--- src/rtl/timer_irq_pkg.sv ---
// Shared types and default sizing for the timer interrupt controller.
package timer_irq_pkg;

  // Controller states: request presented, serviced, cleared, then a settle cycle.
  typedef enum logic [2:0] {
    IDLE    = 3'd0,
    REQ     = 3'd1,
    ACTIVE  = 3'd2,
    CLEAR   = 3'd3,
    HOLDOFF = 3'd4
  } irq_state_e;

  localparam int DEF_NUM_SRC = 4;
  localparam int DEF_SPUR_W  = 8;

endpackage

--- src/rtl/irq_prio_enc.sv ---
// Fixed-priority encoder: the lowest set index wins, so source 0 is most urgent.
module irq_prio_enc
  import timer_irq_pkg::*;
#(
  parameter int NUM_SRC = DEF_NUM_SRC,
  parameter int ID_W    = $clog2(NUM_SRC)
) (
  input  logic [NUM_SRC-1:0] pending_i,
  output logic               valid_o,
  output logic [ID_W-1:0]    index_o
);

  // Scan from the top down so the last hit (the lowest index) is what remains.
  always_comb begin
    valid_o = 1'b0;
    index_o = '0;
    for (int i = NUM_SRC - 1; i >= 0; i--) begin
      if (pending_i[i]) begin
        valid_o = 1'b1;
        index_o = ID_W'(i);
      end
    end
  end

endmodule

--- src/rtl/timer_irq_ctrl.sv ---
// Consumer-side timer interrupt controller: masks and prioritises channel
// interrupts, runs the req/ack/eoi handshake with the CPU, and returns a
// one-cycle clear pulse to the serviced channel.
module timer_irq_ctrl
  import timer_irq_pkg::*;
#(
  parameter int NUM_SRC = DEF_NUM_SRC,
  parameter int ID_W    = $clog2(NUM_SRC),
  parameter int SPUR_W  = DEF_SPUR_W
) (
  input  logic               sys_clk,
  input  logic               sys_rst_n,
  input  logic [NUM_SRC-1:0] src_irq,
  input  logic [NUM_SRC-1:0] src_mask,
  input  logic               cpu_ack,
  input  logic               cpu_eoi,
  output logic               cpu_irq,
  output logic [ID_W-1:0]    cpu_irq_id,
  output logic               irq_active,
  output logic [NUM_SRC-1:0] src_clr,
  output logic [SPUR_W-1:0]  spur_cnt
);

  irq_state_e         state_q, state_d;
  logic [NUM_SRC-1:0] src_irq_q;
  logic [NUM_SRC-1:0] pending;
  logic               enc_valid;
  logic [ID_W-1:0]    enc_idx;
  logic               cpu_irq_q, cpu_irq_d;
  logic [ID_W-1:0]    id_q, id_d;
  logic               active_q, active_d;
  logic [NUM_SRC-1:0] clr_q, clr_d;
  logic [SPUR_W-1:0]  spur_q, spur_d;

  // The mask is applied unregistered, so a mask change acts one edge sooner than a source change.
  assign pending = src_irq_q & src_mask;

  irq_prio_enc #(
    .NUM_SRC (NUM_SRC),
    .ID_W    (ID_W)
  ) u_prio_enc (
    .pending_i (pending),
    .valid_o   (enc_valid),
    .index_o   (enc_idx)
  );

  // Next-state and next-output decisions; clear pulse defaults low so it lasts one cycle.
  always_comb begin
    state_d   = state_q;
    cpu_irq_d = cpu_irq_q;
    id_d      = id_q;
    active_d  = active_q;
    clr_d     = '0;
    spur_d    = spur_q;
    case (state_q)
      IDLE: begin
        if (enc_valid) begin
          id_d      = enc_idx;
          cpu_irq_d = 1'b1;
          state_d   = REQ;
        end
      end
      REQ: begin
        if (cpu_ack) begin
          cpu_irq_d = 1'b0;
          active_d  = 1'b1;
          state_d   = ACTIVE;
        end else if (!pending[id_q]) begin
          cpu_irq_d = 1'b0;
          if (spur_q != {SPUR_W{1'b1}}) begin
            spur_d = spur_q + SPUR_W'(1);
          end
          state_d = IDLE;
        end
      end
      ACTIVE: begin
        if (cpu_eoi) begin
          clr_d   = NUM_SRC'(1) << id_q;
          state_d = CLEAR;
        end
      end
      CLEAR: begin
        state_d = HOLDOFF;
      end
      HOLDOFF: begin
        active_d = 1'b0;
        state_d  = IDLE;
      end
      default: begin
        state_d = IDLE;
      end
    endcase
  end

  // State, input sampling and all outputs are registered; reset drops everything at once.
  always_ff @(posedge sys_clk or negedge sys_rst_n) begin
    if (!sys_rst_n) begin
      state_q   <= IDLE;
      src_irq_q <= '0;
      cpu_irq_q <= 1'b0;
      id_q      <= '0;
      active_q  <= 1'b0;
      clr_q     <= '0;
      spur_q    <= '0;
    end else begin
      state_q   <= state_d;
      src_irq_q <= src_irq;
      cpu_irq_q <= cpu_irq_d;
      id_q      <= id_d;
      active_q  <= active_d;
      clr_q     <= clr_d;
      spur_q    <= spur_d;
    end
  end

  assign cpu_irq    = cpu_irq_q;
  assign cpu_irq_id = id_q;
  assign irq_active = active_q;
  assign src_clr    = clr_q;
  assign spur_cnt   = spur_q;

endmodule

--- config.mk ---
export PLATFORM = sky130hd
export DESIGN_NAME = timer_irq_ctrl
export DESIGN_NICKNAME = d
export VERILOG_FILES = /design/src/rtl/timer_irq_pkg.sv /design/src/rtl/irq_prio_enc.sv /design/src/rtl/timer_irq_ctrl.sv
export SDC_FILE = /design/constraint.sdc
export NUM_CORES = 1
export LEC_CHECK = 0
export BUFFER_PORTS_ARGS = -buffer_cell sky130_fd_sc_hd__buf_2
export CORE_MARGIN = 2
export CORE_UTILIZATION = 50
export CTS_CLUSTER_SIZE = 28
export DETAILED_ROUTE_END_ITERATION = 16
export GPL_ROUTABILITY_DRIVEN = 1
export PLACE_DENSITY_LB_ADDON = 0.15
export SYNTH_ARGS = -nofsm -noshare
export SYNTH_HDL_FRONTEND = slang
export SYNTH_SLANG_ARGS = --single-unit
export TNS_END_PERCENT = 20
--- constraint.sdc ---
create_clock -name sys_clk -period 3.17 [get_ports sys_clk]
set_input_delay 0.4755 -clock sys_clk [delete_from_list [all_inputs] [get_ports sys_clk]]
set_output_delay 0.4755 -clock sys_clk [all_outputs]
set_load 0.01 [all_outputs]
==> impl_metrics.toml <==
[status]
outcome = "finished clean"

[logic_synthesis]
synth_flop_cell = "dfrtp_1"
ys_ff_latch = 23
ys.warnings.count = 0
syn_inst = 93
ys_top_cells_by_count = "23 x dfrtp_1, 10 x nand2_1, 7 x nor2_1, 7 x xor2_1, 6 x nor3_1"
synth-edff-count = 0
ys_types = 28
synth_nets = 106
synth-async-reset-ratio_pct = 100
syn_area_sq_um = 1000
yosysMostFrequentCell = "dfrtp_1"
yosysSeqAreaShare_pct = 57.4
synth_top_area_cell = "dfrtp_1"
synth.avg_cell_area_sq_um = 10.8
synthTopCellsByArea = "dfrtp_1 57%, xor2_1 6.1%, nand2_1 3.7%"
synth_top_cell_area_share_pct = 57.4

[layout]
drive_above_1_share_pct = 30.1
final_nets = 137
area_delta_synth_final_pct = 19.0
finalNonFillerCells = 150
fill_cells = 187
finalInstanceArea_sq_um = 1190
diodes = 0

[cts]
htreeDepth = 1
cts_num_sinks = 23
cts_buffers = 3
cts_resized = 0
clkTransAtPathRegs_ns = 0.11
cts_tree = "done"
insertion_delay_ns = 0.29
ctsLongestPathBuffers = 2
cts_setup_buffers = 0
cts_hold_buf = 0
cts_root_buf = "clkbuf_4"

[min_path]
min_path_type = "in2async"

[die]
die_w_um = 48.8
core-area_sq_um = 1920
die_area_sq_um = 2380
boundaryPins = 28
start_util_pct = 52.2
rows = 16
die_h_um = 48.8

[grt]
overflow = 0
grt_pass1_vias = 731
grtUsageTotal_pct = 16.3
antenna_found_initial = 0
grt_max_degree = 24
grt_pass1_wl_mm = 2.99

[detailed_routing]
firstDrtPassIters = 4
wl_per_cell_um = 11.1
avgViaCountPerCell = 5.05
wirelength_mm = 1.67
antenna_left = 0
drc = 0
drtIter0Drc = 15
routed-via-count = 757

[place]
post_dp_cell_area_sq_um = 1170
dp_cells = 146
gp_congestion = 0.731
place.port_buffers = 27
detailedPlacementHpwl_mm = 1.31

[timing]
period_needed_ns = 1.83
hold_violations = 0
maxSlewViolCount = 0
tightest_slew_ns = 0.494
setup_viol = 0
setup-tns-final_ns = 0
fmax_ghz = 0.546
rsz0062_at_grt = "no"
slew_headroom_pct = 67.1
finalCritPeriodShare_pct = 57.8
clock_skew_ns = 0.000503

[critical_path]
critPathCaptureType = "flop"
critPathLaunch = "state_q[1]"
start_kind = "flop"
r2r-start = "state_q[1]"
required_ns = 3.36
cp_max_fo = 9
critPathArrivalTime_ns = 2.03
crit_type = "reg2reg"

[power]
power_density_nw_per_um2 = 738
ir_drop_uv = 393
leakage_nw = 0.623

[flow_run]
drv_cap = 0
## worst paths after layout
| path | end | slack [ns] | cells past startpoint |
|---|---|---|---|
| hold reg to reg | spur_cnt[7] | 0.50 | 1 |
| setup / recovery | spur_cnt[1] | 1.34 | 4 |
| setup reg to reg | spur_cnt[1] | 1.34 | 4 |
| min in group sys_clk | src_irq_q[1] | 0.27 | 1 |
| max in group asynchronous | spur_cnt[1] | 2.71 | 1 |
| hold / removal | spur_cnt[4] | 0.12 | 1 |
## worst max-delay path: stages (launching register included)
cell and delay, ns:
dfrtp_1 0.49, nor4b_2 0.41, o21ai_0 0.26, nor2_1 0.22
mux2_2 0.35
## cell usage in the layout, fill, tap and decap left out
cell type and count:
xor2_1 7, a2111oi_0 1, nand3_1 3, a31oi_1 1
inv_1 4, dfrtp_1 23, o21ai_0 4, inv_2 1
nor4_1 3, buf_2 27, clkbuf_4 3, mux2_2 1
nor2b_1 1, mux4_2 1, nor2_1 7, ha_1 1
nor3_1 6, nand2_1 10, clkbuf_1 1, o21bai_1 1
or2_2 1, nor4b_2 1, mux2i_1 1, and2_1 2
nand4_1 2, and3_1 1, a21oi_1 5, o211ai_1 1
a21o_1 1, and2_4 2
## metrics by stage
stage               util (%)  hold slack, ns  setup WS (ns)  power, mW
detailed placement      60.7           0.472           1.20      0.763
global placement        60.7           0.467           1.23      0.754
CTS                     62.1           0.131           1.32      0.895
global route            62.1           0.145           1.20      0.956
finish                  62.1           0.124           1.34      0.880
floorplan                  -           0.180           1.38      0.654
## routing by layer
layer / wire length [um] / GRT usage (%)
met5: 0 / 0
met3: 75 / 2.45
met1: 770 / 20.7
met2: 808 / 27.6
met4: 14 / 7.62
## where the power goes
group / internal, mW / switching, mW / total, mW
logic: 0.137 / 0.163 / 0.299
registers: 0.367 / 0.0862 / 0.453
clock network: 0.0489 / 0.0786 / 0.128
total: 0.553 / 0.327 / 0.880
## cells by family after synthesis
logic type	Yosys count	share of synthesized area [%]
AND/OR/NAND/NOR	39	20.3
flip-flops	23	57.4
AO/OA/AOI/OAI	14	8.23
XOR/XNOR	7	6.11
buffers and inverters	6	2.37
multiplexers	3	4.36
adder cells (fa/ha/maj)	1	1.25
## layout make-up
| cell class | count | area [sq um] | area share (%) |
|---|---|---|---|
| Sequential cell | 23 | 576 | 48.2 |
| Multi-Input combinational cell | 64 | 404 | 33.9 |
| Timing Repair Buffer | 27 | 135 | 11.3 |
| Tap cell | 27 | 33.8 | 2.83 |
| Clock buffer | 4 | 26.3 | 2.20 |
| Inverter | 5 | 18.8 | 1.57 |
## flip-flops by register name (all words and copies together) (netlist names)
name and count:
src_irq_q 4, cpu_irq 1, spur_cnt 8, cpu_irq_id 2
state_q 3, src_clr 4, irq_active 1
Power figures use the tool's default switching activity.
